$ cat src/rtl/alu_ctrl_pkg.sv
// Shared types and constants for the ALU command controller: FSM states,
// opcode encodings, response flag bit positions and the queued command layout.
package alu_ctrl_pkg;

    typedef enum logic [1:0] {
        ST_IDLE  = 2'd0,
        ST_ISSUE = 2'd1,
        ST_RESP  = 2'd2
    } state_t;

    localparam logic [3:0] ALU_ADD  = 4'h0;
    localparam logic [3:0] ALU_SUB  = 4'h1;
    localparam logic [3:0] ALU_MUL  = 4'h2;
    localparam logic [3:0] ALU_DIV  = 4'h3;
    localparam logic [3:0] ALU_SHL  = 4'h4;
    localparam logic [3:0] ALU_SHR  = 4'h5;
    localparam logic [3:0] ALU_ROL  = 4'h6;
    localparam logic [3:0] ALU_ROR  = 4'h7;
    localparam logic [3:0] ALU_AND  = 4'h8;
    localparam logic [3:0] ALU_OR   = 4'h9;
    localparam logic [3:0] ALU_XOR  = 4'hA;
    localparam logic [3:0] ALU_NOR  = 4'hB;
    localparam logic [3:0] ALU_NAND = 4'hC;
    localparam logic [3:0] ALU_XNOR = 4'hD;
    localparam logic [3:0] ALU_GT   = 4'hE;
    localparam logic [3:0] ALU_EQ   = 4'hF;

    localparam int FLAG_CARRY = 0;
    localparam int FLAG_DBZ   = 1;
    localparam int FLAG_ZERO  = 2;

    localparam int CMD_W = 24;

    typedef struct packed {
        logic [7:0] a;
        logic [7:0] b;
        logic [3:0] sel;
        logic [3:0] tag;
    } cmd_t;

endpackage

$ cat src/rtl/alu_ctrl_if.sv
// Bundle of command, ALU-drive, response and status signals around alu_ctrl.
// The slave side is the controller; the master side is its environment.
interface alu_ctrl_if;
    import alu_ctrl_pkg::*;

    logic        cmd_valid;
    logic        cmd_ready;
    logic [7:0]  cmd_a;
    logic [7:0]  cmd_b;
    logic [3:0]  cmd_sel;
    logic [3:0]  cmd_tag;

    logic [7:0]  alu_a;
    logic [7:0]  alu_b;
    logic [3:0]  alu_sel;
    logic [15:0] alu_result;
    logic [7:0]  alu_quotient;
    logic [7:0]  alu_remainder;
    logic        alu_carry;
    logic        alu_dbz;

    logic        rsp_valid;
    logic        rsp_ready;
    logic [15:0] rsp_result;
    logic [7:0]  rsp_remainder;
    logic [3:0]  rsp_tag;
    logic [2:0]  rsp_flags;

    logic [7:0]  dbz_count;
    logic        busy;

    modport slave (
        input  cmd_valid, cmd_a, cmd_b, cmd_sel, cmd_tag,
        input  alu_result, alu_quotient, alu_remainder, alu_carry, alu_dbz,
        input  rsp_ready,
        output cmd_ready, alu_a, alu_b, alu_sel,
        output rsp_valid, rsp_result, rsp_remainder, rsp_tag, rsp_flags,
        output dbz_count, busy
    );

    modport master (
        output cmd_valid, cmd_a, cmd_b, cmd_sel, cmd_tag,
        output alu_result, alu_quotient, alu_remainder, alu_carry, alu_dbz,
        output rsp_ready,
        input  cmd_ready, alu_a, alu_b, alu_sel,
        input  rsp_valid, rsp_result, rsp_remainder, rsp_tag, rsp_flags,
        input  dbz_count, busy
    );

endinterface

$ cat src/rtl/alu_cmd_fifo.sv
// Power-of-two command FIFO; full/empty come from the registered occupancy
// so a pop in the same cycle never frees a slot early.
module alu_cmd_fifo #(
    parameter int WIDTH = 24,
    parameter int DEPTH = 4
) (
    input  logic             clk,
    input  logic             rst_n,
    input  logic             i_push,
    input  logic [WIDTH-1:0] i_wdata,
    input  logic             i_pop,
    output logic [WIDTH-1:0] o_rdata,
    output logic             o_full,
    output logic             o_empty
);
    localparam int          AW       = (DEPTH > 1) ? $clog2(DEPTH) : 1;
    localparam logic [AW:0] FULL_CNT = (AW+1)'(DEPTH);

    logic [WIDTH-1:0] r_mem [DEPTH];
    logic [AW-1:0]    r_wptr;
    logic [AW-1:0]    r_rptr;
    logic [AW:0]      r_count;
    logic             w_push_ok;
    logic             w_pop_ok;

    assign o_full    = (r_count == FULL_CNT);
    assign o_empty   = (r_count == '0);
    assign w_push_ok = i_push & ~o_full;
    assign w_pop_ok  = i_pop & ~o_empty;
    assign o_rdata   = r_mem[r_rptr];

    always_ff @(posedge clk) begin
        if (w_push_ok) r_mem[r_wptr] <= i_wdata;
    end

    // Pointers wrap naturally because DEPTH is a power of two.
    always_ff @(posedge clk or negedge rst_n) begin
        if (!rst_n) begin
            r_wptr  <= '0;
            r_rptr  <= '0;
            r_count <= '0;
        end else begin
            if (w_push_ok) r_wptr <= r_wptr + 1'b1;
            if (w_pop_ok)  r_rptr <= r_rptr + 1'b1;
            case ({w_push_ok, w_pop_ok})
                2'b10:   r_count <= r_count + 1'b1;
                2'b01:   r_count <= r_count - 1'b1;
                default: ;
            endcase
        end
    end

endmodule

$ cat src/rtl/alu_ctrl.sv
// alu_ctrl: queues ALU commands, drives an external combinational ALU and
// returns each result with its tag through a valid/ready response port.
module alu_ctrl
    import alu_ctrl_pkg::*;
#(
    parameter int FIFO_DEPTH = 4
) (
    input  logic      clk,
    input  logic      rst_n,
    alu_ctrl_if.slave bus
);
    state_t      r_state;
    state_t      w_state_nxt;
    cmd_t        w_cmd;
    cmd_t        w_head;
    logic        w_full;
    logic        w_empty;
    logic        w_push;
    logic        w_pop;
    logic        w_capture;
    logic        w_done;
    logic [2:0]  w_flags;

    logic [7:0]  r_alu_a;
    logic [7:0]  r_alu_b;
    logic [3:0]  r_alu_sel;
    logic [3:0]  r_tag;
    logic        r_rsp_valid;
    logic [15:0] r_rsp_result;
    logic [7:0]  r_rsp_rem;
    logic [2:0]  r_rsp_flags;
    logic [3:0]  r_rsp_tag;
    logic [7:0]  r_dbz_count;

    // The quotient duplicates alu_result[7:0] for divides and is not needed.
    logic        w_unused_quotient;
    assign w_unused_quotient = ^bus.alu_quotient;

    assign w_cmd  = '{a: bus.cmd_a, b: bus.cmd_b, sel: bus.cmd_sel, tag: bus.cmd_tag};
    assign w_push = bus.cmd_valid & ~w_full;

    alu_cmd_fifo #(
        .WIDTH (CMD_W),
        .DEPTH (FIFO_DEPTH)
    ) u_fifo (
        .clk     (clk),
        .rst_n   (rst_n),
        .i_push  (w_push),
        .i_wdata (w_cmd),
        .i_pop   (w_pop),
        .o_rdata (w_head),
        .o_full  (w_full),
        .o_empty (w_empty)
    );

    always_ff @(posedge clk or negedge rst_n) begin
        if (!rst_n) r_state <= ST_IDLE;
        else        r_state <= w_state_nxt;
    end

    always_comb begin
        w_state_nxt = r_state;
        w_pop       = 1'b0;
        w_capture   = 1'b0;
        w_done      = 1'b0;
        case (r_state)
            ST_IDLE: begin
                if (!w_empty) begin
                    w_pop       = 1'b1;
                    w_state_nxt = ST_ISSUE;
                end
            end
            ST_ISSUE: begin
                w_capture   = 1'b1;
                w_state_nxt = ST_RESP;
            end
            ST_RESP: begin
                if (bus.rsp_ready) begin
                    w_done = 1'b1;
                    if (!w_empty) begin
                        w_pop       = 1'b1;
                        w_state_nxt = ST_ISSUE;
                    end else begin
                        w_state_nxt = ST_IDLE;
                    end
                end
            end
            default: w_state_nxt = ST_IDLE;
        endcase
    end

    // Carry is only meaningful for add; other opcodes may leave junk on it.
    always_comb begin
        w_flags             = '0;
        w_flags[FLAG_CARRY] = bus.alu_carry & (r_alu_sel == ALU_ADD);
        w_flags[FLAG_DBZ]   = bus.alu_dbz;
        w_flags[FLAG_ZERO]  = (bus.alu_result == 16'd0);
    end

    always_ff @(posedge clk or negedge rst_n) begin
        if (!rst_n) begin
            r_alu_a   <= '0;
            r_alu_b   <= '0;
            r_alu_sel <= '0;
            r_tag     <= '0;
        end else if (w_pop) begin
            r_alu_a   <= w_head.a;
            r_alu_b   <= w_head.b;
            r_alu_sel <= w_head.sel;
            r_tag     <= w_head.tag;
        end
    end

    always_ff @(posedge clk or negedge rst_n) begin
        if (!rst_n) begin
            r_rsp_valid  <= 1'b0;
            r_rsp_result <= '0;
            r_rsp_rem    <= '0;
            r_rsp_flags  <= '0;
            r_rsp_tag    <= '0;
        end else if (w_capture) begin
            r_rsp_valid  <= 1'b1;
            r_rsp_result <= bus.alu_result;
            r_rsp_rem    <= bus.alu_remainder;
            r_rsp_flags  <= w_flags;
            r_rsp_tag    <= r_tag;
        end else if (w_done) begin
            r_rsp_valid  <= 1'b0;
        end
    end

    always_ff @(posedge clk or negedge rst_n) begin
        if (!rst_n)
            r_dbz_count <= '0;
        else if (w_done && r_rsp_flags[FLAG_DBZ] && (r_dbz_count != 8'hFF))
            r_dbz_count <= r_dbz_count + 8'd1;
    end

    assign bus.cmd_ready     = ~w_full;
    assign bus.alu_a         = r_alu_a;
    assign bus.alu_b         = r_alu_b;
    assign bus.alu_sel       = r_alu_sel;
    assign bus.rsp_valid     = r_rsp_valid;
    assign bus.rsp_result    = r_rsp_result;
    assign bus.rsp_remainder = r_rsp_rem;
    assign bus.rsp_flags     = r_rsp_flags;
    assign bus.rsp_tag       = r_rsp_tag;
    assign bus.dbz_count     = r_dbz_count;
    assign bus.busy          = ~w_empty | (r_state != ST_IDLE);

endmodule

$ cat src/flat_wrapper.sv
// flat-port wrapper written by rule: the top's interface ports become plain ports
module alu_ctrl_flat import alu_ctrl_pkg::*;
#(
    parameter int FIFO_DEPTH = 4
)
  (clk, rst_n, bus_cmd_valid, bus_cmd_a, bus_cmd_b, bus_cmd_sel, bus_cmd_tag, bus_alu_result, bus_alu_quotient, bus_alu_remainder, bus_alu_carry, bus_alu_dbz, bus_rsp_ready, bus_cmd_ready, bus_alu_a, bus_alu_b, bus_alu_sel, bus_rsp_valid, bus_rsp_result, bus_rsp_remainder, bus_rsp_tag, bus_rsp_flags, bus_dbz_count, bus_busy);
  alu_ctrl_if bus_i ();
  input  logic clk;
  input  logic rst_n;
  input wire logic [$bits(bus_i.cmd_valid)-1:0] bus_cmd_valid;
  input wire logic [$bits(bus_i.cmd_a)-1:0] bus_cmd_a;
  input wire logic [$bits(bus_i.cmd_b)-1:0] bus_cmd_b;
  input wire logic [$bits(bus_i.cmd_sel)-1:0] bus_cmd_sel;
  input wire logic [$bits(bus_i.cmd_tag)-1:0] bus_cmd_tag;
  input wire logic [$bits(bus_i.alu_result)-1:0] bus_alu_result;
  input wire logic [$bits(bus_i.alu_quotient)-1:0] bus_alu_quotient;
  input wire logic [$bits(bus_i.alu_remainder)-1:0] bus_alu_remainder;
  input wire logic [$bits(bus_i.alu_carry)-1:0] bus_alu_carry;
  input wire logic [$bits(bus_i.alu_dbz)-1:0] bus_alu_dbz;
  input wire logic [$bits(bus_i.rsp_ready)-1:0] bus_rsp_ready;
  output wire logic [$bits(bus_i.cmd_ready)-1:0] bus_cmd_ready;
  output wire logic [$bits(bus_i.alu_a)-1:0] bus_alu_a;
  output wire logic [$bits(bus_i.alu_b)-1:0] bus_alu_b;
  output wire logic [$bits(bus_i.alu_sel)-1:0] bus_alu_sel;
  output wire logic [$bits(bus_i.rsp_valid)-1:0] bus_rsp_valid;
  output wire logic [$bits(bus_i.rsp_result)-1:0] bus_rsp_result;
  output wire logic [$bits(bus_i.rsp_remainder)-1:0] bus_rsp_remainder;
  output wire logic [$bits(bus_i.rsp_tag)-1:0] bus_rsp_tag;
  output wire logic [$bits(bus_i.rsp_flags)-1:0] bus_rsp_flags;
  output wire logic [$bits(bus_i.dbz_count)-1:0] bus_dbz_count;
  output wire logic [$bits(bus_i.busy)-1:0] bus_busy;
  assign bus_i.cmd_valid = bus_cmd_valid;
  assign bus_i.cmd_a = bus_cmd_a;
  assign bus_i.cmd_b = bus_cmd_b;
  assign bus_i.cmd_sel = bus_cmd_sel;
  assign bus_i.cmd_tag = bus_cmd_tag;
  assign bus_i.alu_result = bus_alu_result;
  assign bus_i.alu_quotient = bus_alu_quotient;
  assign bus_i.alu_remainder = bus_alu_remainder;
  assign bus_i.alu_carry = bus_alu_carry;
  assign bus_i.alu_dbz = bus_alu_dbz;
  assign bus_i.rsp_ready = bus_rsp_ready;
  assign bus_cmd_ready = bus_i.cmd_ready;
  assign bus_alu_a = bus_i.alu_a;
  assign bus_alu_b = bus_i.alu_b;
  assign bus_alu_sel = bus_i.alu_sel;
  assign bus_rsp_valid = bus_i.rsp_valid;
  assign bus_rsp_result = bus_i.rsp_result;
  assign bus_rsp_remainder = bus_i.rsp_remainder;
  assign bus_rsp_tag = bus_i.rsp_tag;
  assign bus_rsp_flags = bus_i.rsp_flags;
  assign bus_dbz_count = bus_i.dbz_count;
  assign bus_busy = bus_i.busy;
  alu_ctrl #(.FIFO_DEPTH(FIFO_DEPTH)) u_core (.clk(clk), .rst_n(rst_n), .bus(bus_i));
endmodule
$ cat config.mk
export PLATFORM = sky130hd
export DESIGN_NAME = alu_ctrl_flat
export DESIGN_NICKNAME = d
export VERILOG_FILES = /design/src/rtl/alu_ctrl_pkg.sv /design/src/rtl/alu_ctrl_if.sv /design/src/rtl/alu_cmd_fifo.sv /design/src/rtl/alu_ctrl.sv /design/src/flat_wrapper.sv
export SDC_FILE = /design/constraint.sdc
export NUM_CORES = 1
export LEC_CHECK = 0
export CAP_MARGIN = 10
export CORE_UTILIZATION = 60
export CTS_BUF_LIST = sky130_fd_sc_hd__clkbuf_2 sky130_fd_sc_hd__clkbuf_4 sky130_fd_sc_hd__clkbuf_8
export DETAILED_ROUTE_END_ITERATION = 8
export DONT_BUFFER_PORTS = 1
export GPL_ROUTABILITY_DRIVEN = 0
export GPL_TIMING_DRIVEN = 0
export PLACE_DENSITY = 0.78
export REMOVE_ABC_BUFFERS = 1
export SLEW_MARGIN = 0
export SYNTH_ARGS = -nofsm -noshare
export SYNTH_HDL_FRONTEND = slang
export SYNTH_HIERARCHICAL = 1
export SYNTH_SLANG_ARGS = --single-unit
$ cat constraint.sdc
create_clock -name clk -period 6.7 [get_ports clk]
set_clock_uncertainty 0.15 [all_clocks]
set_input_delay 1.34 -clock clk [delete_from_list [all_inputs] [get_ports clk]]
set_output_delay 1.34 -clock clk [all_outputs]
set_load 0.02 [all_outputs]
After elaboration in Yosys (flattened, before gate mapping)
Memories as Yosys holds them, arrays and structs flattened. A register that Yosys moved wholly into a read port is not among the register bits.
Index checks and enable logic that the tools add are counted.
{"block": "op_classes", "n_reduce_logical": 11, "n_mux": 15, "n_bitwise": 7, "n_eq_ne": 8, "add_sub_neg": 5}
{"cell": "16-bit logical NOT", "count": 1}
{"cell": "1-bit 2-to-1 mux", "count": 10}
{"cell": "8-bit by 1-bit adder with 8-bit output (second input constant)", "count": 1}
{"cell": "8-bit != test (second input constant)", "count": 1}
{"cell": "2-bit one-hot mux with 3 select lines", "count": 1}
{"cell": "3-bit one-hot mux with 2 select lines", "count": 1}
{"cell": "2-bit nonzero test", "count": 3}
{"cell": "2-bit by 1-bit adder with 2-bit output (second input constant)", "count": 2}
{"cell": "1-bit AND", "count": 4}
{"cell": "2-bit by 1-bit == test with 1-bit output (second input constant)", "count": 2}
{"cell": "2-bit == test (second input constant)", "count": 2}
{"cell": "4-bit logical NOT", "count": 1}
{"cell": "2-bit 2-to-1 mux", "count": 2}
{"cell": "2-bit != test (second input constant)", "count": 2}
{"cell": "3-bit by 1-bit adder with 3-bit output (second input constant)", "count": 1}
{"cell": "3-bit == test (second input constant)", "count": 1}
{"cell": "3-bit logical NOT", "count": 1}
{"cell": "3-bit by 1-bit subtractor with 3-bit output (second input constant)", "count": 1}
{"cell": "1-bit logical AND", "count": 2}
{"cell": "2-bit logical NOT", "count": 1}
{"cell": "1-bit inverter", "count": 2}
{"cell": "1-bit one-hot mux with 2 select lines", "count": 1}
{"cell": "2-bit AND reduction", "count": 1}
{"cell": "1-bit logical NOT", "count": 1}
{"cell": "1-bit OR", "count": 1}
{"block": "totals", "ff_bits": 49, "output_inout_bits": 62, "mem_count": 1, "ramBits": 96}
{"name": "u_core.u_fifo.r_mem", "words": 4, "word_bits": 24, "read_ports": 1, "rd_clocked_by_memory_dff": 1, "write_ports": 1, "line": "alu_cmd_fifo.sv:19", "source": "logic [WIDTH-1:0] r_mem [DEPTH];"}

Logic depth before layout (Yosys ltp)
Gate-level depths: netlist of the first run.
{"block": "logic_depth", "word_depth": 7, "depth_mapped": 10, "ltp_nobuf": 10}

Cells and area by module
The synthesis of the first run kept the hierarchy.
{"mod": "alu_cmd_fifo", "n_inst": 1, "area_per_inst_um2": 3933.8, "cells_each": 163}
{"mod": "alu_ctrl", "n_inst": 1, "area_per_inst_um2": 2693.8, "cells_each": 184}

Worst setup path after synthesis of the first run
Ideal clock, no wire load.
{"block": "synth_path", "path_kind": "input port to flip-flop", "from": "in bus_rsp_ready", "to": "reg u_core.u_fifo.r_count[2]", "setup_slack_ns": 3.501, "path_stages": 10, "t_arrival_ns": 2.969, "setup_ns": 0.079, "t_required_ns": 6.471, "n_path_buf": 1, "path_cell_list": "nor2b_4 > nor3_4 > buf_6 > o31a_1 > ha_1 > inv_1 > fa_1 > xor2_1 > nor2_1 > xor2_1"}
{"block": "synth_between", "elab_chain_len": 5}
{"element": "start: declaration", "line": "flat_wrapper.sv:20", "source": "input wire logic [$bits(bus_i.rsp_ready)-1:0] bus_rsp_ready;"}
{"element": "1-bit 2-to-1 mux *", "line": "alu_ctrl.sv:78", "source": "if (bus.rsp_ready) begin"}
{"element": "1-bit one-hot mux with 2 select lines *", "line": "alu_ctrl.sv:66", "source": "case (r_state)"}
{"element": "named net u_core.w_pop", "line": "alu_ctrl.sv:19", "source": "logic w_pop;"}
{"element": "1-bit AND *", "line": "alu_cmd_fifo.sv:29", "source": "assign w_pop_ok = i_pop & ~o_empty;"}
{"element": "named net u_core.u_fifo.w_pop_ok", "line": "alu_cmd_fifo.sv:24", "source": "logic w_pop_ok;"}
{"element": "2-bit by 1-bit == test with 1-bit output or 2-bit == test (tied branches)", "line": "alu_cmd_fifo.sv:45", "source": "case ({w_push_ok, w_pop_ok})"}
{"element": "3-bit one-hot mux with 2 select lines or 2-bit nonzero test (tied branches)"}
{"element": "end signal: assignment", "line": "alu_cmd_fifo.sv:46", "source": "2'b10: r_count <= r_count + 1'b1;"}
{"element": "end signal: assignment", "line": "alu_cmd_fifo.sv:47", "source": "2'b01: r_count <= r_count - 1'b1;"}
{"element": "end: declaration", "line": "alu_cmd_fifo.sv:22", "source": "logic [AW:0] r_count;"}
The timed path passes the listed nets; every way through them passes the cells marked *.
A chain may end at the register's enable or synchronous reset.

Worst setup path in the final report of the first run
{"block": "layout_path", "from": "reg u_core.u_fifo.r_count[0]", "to": "out bus_busy"}
{"block": "layout_between", "elab_chain_len": 3}
{"element": "3-bit logical NOT", "line": "alu_cmd_fifo.sv:27", "source": "assign o_empty = (r_count == '0);"}
{"element": "named net u_core.w_empty", "line": "alu_ctrl.sv:17", "source": "logic w_empty;"}
{"element": "1-bit inverter", "line": "alu_ctrl.sv:149", "source": "assign bus.busy = ~w_empty | (r_state != ST_IDLE);"}
{"element": "1-bit OR", "line": "alu_ctrl.sv:149"}
{"element": "end: declaration", "line": "flat_wrapper.sv:31", "source": "output wire logic [$bits(bus_i.busy)-1:0] bus_busy;"}
The timed path passes the listed nets, and every way through them passes these cells.

==> results of run 1 <==
worst register-to-register path: cells and delay by family (launching register included):
family                     cells  cell delay (ns)
xor gates and xnor gates       2             0.34
adders and majority gates      2             0.60
DFF                            1             0.47
buffers and inverters          1             0.06
AOI/OAI and AO/OA              1             0.33
and+or+nand+nor                3             0.88
placed cells by master, fill, tap and decap left out, types with 4 or more instances in the layout:
master,instances
ha_1,6
clkbuf_8,19
mux2_2,58
nor3_1,4
xnor2_1,4
nand3_1,4
nand2_1,9
mux4_2,18
mux4_1,6
inv_1,8
nor4_1,5
o21ai_0,4
dfrtp_1,72
nor2_1,4
buf_16,4
bufinv_16,7
and2_1,4
edfxtp_1,96
report_power, final:
group          switching, mW  internal (mW)  total, mW
Clock                  0.343          0.549      0.892
Sequential             0.488           1.45       1.94
Combinational          0.360          0.543      0.903
Total                   1.19           2.54       3.73
sequential cells by signal, summed over array words and instances, names as in the netlist:
| register | flops |
|---|---|
| u_core/u_fifo/r_wptr | 2 |
| u_core/r_tag | 4 |
| u_core/r_state | 2 |
| u_core/bus.rsp_valid | 1 |
| u_core/bus.dbz_count | 8 |
| u_core/bus.alu_a | 8 |
| u_core/u_fifo/r_mem | 96 |
| u_core/bus.rsp_remainder | 8 |
| u_core/bus.rsp_result | 16 |
| u_core/u_fifo/r_rptr | 2 |
| u_core/bus.alu_b | 8 |
| u_core/bus.rsp_tag | 4 |
| u_core/bus.rsp_flags | 3 |
| u_core/u_fifo/r_count | 3 |
| u_core/bus.alu_sel | 4 |
synth_stat cells, types with 2 or more instances:
library cell	count	area (sq um)
edfxtp_1	96	2880
dfrtp_1	73	1830
mux2_2	58	653
mux4_2	18	405
nand2_1	9	33.8
inv_1	8	30.0
ha_1	6	75.1
mux4_1	6	158
nor4_1	5	31.3
and2_1	4	25.0
buf_2	4	20.0
buf_4	4	30.0
buf_6	4	45.0
nand3_1	4	20.0
nor2_1	4	15.0
nor3_1	4	20.0
o21ai_0	4	20.0
xnor2_1	4	35.0
a21oi_1	3	15.0
nand2b_1	3	18.8
xor2_1	3	26.3
a31oi_1	2	12.5
buf_12	2	40.0
nand4_1	2	12.5
nor2b_1	2	12.5
metrics by stage:
step	hold WS, ns	worst slack (ns)	std cells
after floorplan	0.326	3.19	333
after global placement	0.336	2.68	473
after detailed placement	0.350	3.06	479
after CTS	0.369	3.52	511
after global routing	0.382	3.38	511
final	0.360	3.55	511
layout make-up:
class	count	area share
tap	140	0.0239
timing repair buffer	6	0.0191
inverter	8	0.00410
multi-input combinational	156	0.239
sequential	169	0.643
clock buffer	21	0.0377
clock inverter	11	0.0328
worst max-delay path by stage:
stage	startpoint	to	slack, ns	depth (start not counted)
after floorplan	bus_rsp_ready	u_core/u_fifo/r_count[2]$_DFFE_PN0P_	3.19	9
after global placement	bus_rsp_ready	u_core/u_fifo/r_count[2]$_DFFE_PN0P_	2.68	9
after detailed placement	bus_rsp_ready	u_core/u_fifo/r_count[2]$_DFFE_PN0P_	3.06	9
after CTS	u_core/u_fifo/r_count[0]$_DFFE_PN0P_	bus_busy	3.52	2
after global routing	bus_rsp_ready	u_core/u_fifo/r_count[2]$_DFFE_PN0P_	3.38	9
final	u_core/u_fifo/r_count[0]$_DFFE_PN0P_	bus_busy	3.55	2
routing by layer:
layer | share of wire | GRT usage | vias up
met2 | 0.53 | 0.368 | 131
li1 | - | - | 1356
met4 | 0.018 | 0.0871 | 0
met1 | 0.37 | 0.236 | 1591
met5 | 0 | 0 | -
met3 | 0.082 | 0.0754 | 20
cell families after synthesis:
group,after synthesis
XOR/XNOR,7
multiplexers,83
adder cells (fa/ha/maj),7
flip-flops,169
buffers and inverters,22
AO/OA/AOI/OAI,14
AND/OR/NAND/NOR,45
==> results.py, run 1 <==
metrics = {
    "routing": {
        "drc_errors": 0,
        "ant_nets": 0,
        "post_drt_wl_per_cell_um": 21.9,
        "drt-total-wl_um": 11200,
        "vias_per_cell": 6.06,
        "drtIter0Drc": 214,
        "num_vias": 3098,
        "first_pass_iters": 5,
    },
    "synth": {
        "synth_flop_cell": "edfxtp_1",
        "synthCells": 347,
        "synth-adder-area-share": 0.0143,
        "synth_xor_area_frac": 0.00925,
        "yosys.area_share.simple": 0.0413,
        "synth_edf_count": 96,
        "ys_types": 40,
        "yosysSeqAreaShare": 0.711,
        "synth_area_sq_um": 6630,
        "avgSynthCellArea_sq_um": 19.1,
        "ys_async_sr_fraction": 0.432,
        "yosys_warnings": 6,
        "synthMuxAreaShare": 0.185,
        "synth_top_family_by_area": "multiplexers",
        "ys_seq_elements": 169,
        "synth_compound_area_frac": 0.0145,
    },
    "finish": {
        "seqCellArea_sq_um": 4710,
        "drive_gt1_frac": 0.321,
        "fin_nets": 427,
        "syn_to_final_growth_pct": 10.5,
        "multi_input_area_sq_um": 1750,
        "n_fill_cell": 688,
        "final_core_util": 0.679,
        "final_cell_area_sq_um": 7330,
        "diodes": 0,
    },
    "worst_setup_path": {
        "timing.critical_path.buf_inv": 0,
        "cp-end-kind": "primary output",
        "r2r_cells": 9,
        "r2r_end": "u_core/u_fifo/r_count[2]$_DFFE_PN0P_",
        "crit_path_max_incr_delay_ns": 0.48,
        "crit_chain": "nor3_1, nand2_1",
        "critical_path_class": "reg -> out",
        "crit_path_max_fanout": 5,
        "cpLargestDelayFamily": "simple AND/OR/NAND/NOR gates",
        "cp_slowest_cell": "nor3_1",
        "cp-start-kind": "register",
        "r2r-start": "u_core/u_fifo/r_count[0]$_DFFE_PN0P_",
        "ff2ff_setup_slack_ns": 3.80,
        "required_ns": 5.21,
        "cp.arrival_ns": 1.66,
    },
    "min_path": {
        "worstHoldStart": "u_core/r_tag[2]$_DFFE_PN0P_",
        "hold_path_end": "u_core/bus.rsp_tag[2]$_DFFE_PN0P_",
        "hp-class": "reg -> reg",
        "hold-path-cell-count": 1,
    },
    "timing": {
        "slew_headroom": 0.219,
        "rsz0062_at_grt": "false",
        "setup_viol": 0,
        "fmax_mhz": 317,
        "setup_tns_ns": 0,
        "period_needed_ns": 3.15,
        "timing.final.crit_share": 0.471,
        "drv_slew": 0,
        "tightest_slew_ns": 1.17,
        "hold_viol_final": 0,
    },
    "power": {
        "leakage_nw": 2.70,
        "vdd_ir_drop_max_mv": 0.293,
        "power_mw": 3.73,
        "power_density_nw_per_um2": 510,
    },
    "clock_network": {
        "clock_latency_ns": 0.44,
        "root_buffer": "clkbuf_8",
        "path_clk_slew_ns": 0.08,
        "cts_tree": "done",
        "cts_resized": 0,
        "htreeDepth": 4,
        "cts.path.max_buffers": 2,
        "cts_setup_buffers": 0,
        "hold_buffers": 0,
        "numCtsBuffers": 17,
        "clock_sinks": 169,
    },
    "floorplan": {
        "dieArea_sq_um": 11500,
        "dieHeight_um": 107,
        "rows": 38,
        "die_w_um": 107,
        "num_io_pins": 124,
        "core_area_sq_um": 10800,
        "floorplan.initialDensity": 0.614,
    },
    "placed_design": {
        "port-buffer-count": 0,
        "dp_hpwl_um": 7400,
        "post_dp_cell_area_sq_um": 6810,
    },
    "global_routing": {
        "grt_antenna_before_repair": 0,
        "grt_max_degree": 74,
        "overflow": 0,
        "grt_pass1_wl_um": 17300,
        "grt_pass1_vias": 3438,
        "gr-usage-all-layers": 0.212,
    },
    "job": {
        "maxCapViolCount": 0,
    },
    "outcome": {
        "outcome": "completed",
    },
}
Power figures use the tool's default switching activity.
==> inputs of run 2 (changes only) <==
--- a/config.mk
+++ b/config.mk
@@ -6,13 +6,13 @@
 export NUM_CORES = 1
 export LEC_CHECK = 0
 export CAP_MARGIN = 10
-export CORE_UTILIZATION = 60
+export CORE_UTILIZATION = 59
 export CTS_BUF_LIST = sky130_fd_sc_hd__clkbuf_2 sky130_fd_sc_hd__clkbuf_4 sky130_fd_sc_hd__clkbuf_8
 export DETAILED_ROUTE_END_ITERATION = 8
 export DONT_BUFFER_PORTS = 1
 export GPL_ROUTABILITY_DRIVEN = 0
 export GPL_TIMING_DRIVEN = 0
-export PLACE_DENSITY = 0.78
+export PLACE_DENSITY = 0.8
 export REMOVE_ABC_BUFFERS = 1
 export SLEW_MARGIN = 0
 export SYNTH_ARGS = -nofsm -noshare
==> constraint.sdc (replaced) <==
create_clock -name clk -period 2.9 [get_ports clk]
set_clock_uncertainty 0.15 [all_clocks]
set_input_delay 0.58 -clock clk [delete_from_list [all_inputs] [get_ports clk]]
set_output_delay 0.58 -clock clk [all_outputs]
set_load 0.02 [all_outputs]
==> results.py, run 2 (synthesis results as in run 1) <==
metrics = {
    "outcome": {
        "outcome": "completed",
    },
    "placed_design": {
        "port-buffer-count": 0,
        "place_ws_ns": 0.0234,
        "placedCellCount": 476,
        "post_dp_cell_area_sq_um": 6750,
        "dp_hpwl_um": 6690,
    },
    "clock_network": {
        "root_buffer": "clkbuf_8",
        "cts.path.max_buffers": 2,
        "clock_sinks": 169,
        "numCtsBuffers": 17,
        "cts_tree": "done",
        "path_clk_slew_ns": 0.09,
        "htreeDepth": 4,
        "clock_latency_ns": 0.44,
    },
    "worst_setup_path": {
        "required_ns": 3.11,
        "crit_path_max_fanout": 17,
        "cp.arrival_ns": 2.78,
        "cp-end-kind": "register",
        "cp-start-kind": "register",
        "critical_path_class": "reg -> reg",
    },
    "floorplan": {
        "dieArea_sq_um": 11700,
        "rows": 38,
        "num_io_pins": 124,
        "die_w_um": 108,
        "dieHeight_um": 108,
        "floorplan.initialDensity": 0.609,
        "core_area_sq_um": 10900,
    },
    "timing": {
        "holdWs_ns": 0.0794,
        "rsz0062_at_grt": "false",
        "fmax_mhz": 390,
        "tightest_slew_ns": 1.19,
        "setup_tns_ns": 0,
        "period_needed_ns": 2.57,
        "slew_headroom": 0.209,
        "finalWorstSetupSlack_ns": 0.334,
        "drv_slew": 0,
        "timing.final.crit_share": 0.885,
        "hold_viol_final": 0,
        "setup_viol": 0,
    },
    "finish": {
        "final_cell_area_sq_um": 7360,
        "fin_cells": 514,
        "final_core_util": 0.676,
        "diodes": 0,
        "largest_reg_flops": 96,
        "fin_nets": 430,
        "final_common_cell": "edfxtp_1",
        "regMostFlops": "u_core/u_fifo/r_mem",
        "final_cell_mix": "edfxtp_1, dfrtp_1, mux2_2",
        "drive_gt1_frac": 0.324,
        "syn_to_final_growth_pct": 11.1,
    },
    "routing": {
        "first_pass_iters": 4,
        "vias_per_cell": 5.96,
        "num_vias": 3065,
        "drc_errors": 0,
        "drtIter0Drc": 165,
        "drt-total-wl_um": 10800,
        "post_drt_wl_per_cell_um": 21.1,
        "ant_nets": 0,
    },
    "job": {
        "maxCapViolCount": 0,
    },
    "power": {
        "power_density_nw_per_um2": 1170,
        "leakage_nw": 2.71,
        "vdd_ir_drop_max_mv": 0.634,
        "power_mw": 8.60,
    },
    "min_path": {
        "hp-class": "in -> reg",
    },
    "global_routing": {
        "grt_max_degree": 74,
        "overflow": 0,
        "grt_antenna_before_repair": 0,
        "grt_pass1_wl_um": 16200,
        "grt_pass1_vias": 3183,
        "gr-usage-all-layers": 0.196,
    },
}
run 2: cell count changes in the layout (fill, tap and decap cells not counted):
cell / before / now
inv_6: 1 / 0
buf_8: 2 / 1
buf_4: 0 / 1
dlygate4sd3_1: 0 / 1
clkbuf_8: 19 / 17
clkinv_2: 0 / 2
clkinvlp_4: 0 / 1
buf_16: 4 / 6
run 2: critical path: stages, from the launching register on:
cell	delay, ns
dfrtp_1	0.45
nor2b_4	0.17
nor3_4	0.25
buf_16	0.20
o31a_1	0.22
ha_1	0.21
inv_1	0.07
fa_1	0.37
xor2_1	0.15
nor2_1	0.11
xor2_1	0.14
run 2: final timing paths:
path	startpoint	to	slack, ns	cells past startpoint
max	u_core/r_state[1]$_DFFE_PN0P_	u_core/u_fifo/r_count[2]$_DFFE_PN0P_	0.33	10
min reg2reg	u_core/r_tag[2]$_DFFE_PN0P_	u_core/bus.rsp_tag[2]$_DFFE_PN0P_	0.36	1
min in group asynchronous	rst_n	u_core/bus.alu_a[3]$_DFFE_PN0P_	0.58	2
max reg2reg	u_core/r_state[1]$_DFFE_PN0P_	u_core/u_fifo/r_count[2]$_DFFE_PN0P_	0.33	10
min	bus_cmd_b[4]	u_core/u_fifo/r_mem[0][12]$_DFFE_PP_	0.08	0
max in group asynchronous	rst_n	u_core/u_fifo/r_rptr[0]$_DFFE_PN0P_	1.73	2
run 2: repair_timing:
item                                   4_1_cts  5_1_grt
gates resized for setup                      0        0
hold buffers                                 2        0
endpoints found under the hold margin       73        0
setup buffers                                0        1
setup endpoints to repair                    0        1
run 2: routing by layer:
layer / up-vias / share of wire / global-route usage
met5: - / 0 / 0
met4: 0 / 0.015 / 0.0890
met3: 15 / 0.092 / 0.0753
met2: 131 / 0.51 / 0.338
met1: 1566 / 0.38 / 0.215
li1: 1353 / - / -
run 2: layout make-up:
type                       instances  area, sq um
tap                              140          175
fill                             698         3520
timing repair buffer               9          198
sequential                       169         4710
inverter                           8         30.0
clock inverter                    13          249
clock buffer                      19          249
multi-input combinational        156         1750
run 2: power by group:
group / total, mW / internal [mW] / switching, mW
Combinational: 2.13 / 1.28 / 0.847
Sequential: 4.46 / 3.35 / 1.11
Clock: 2.01 / 1.21 / 0.794
Total: 8.60 / 5.85 / 2.75
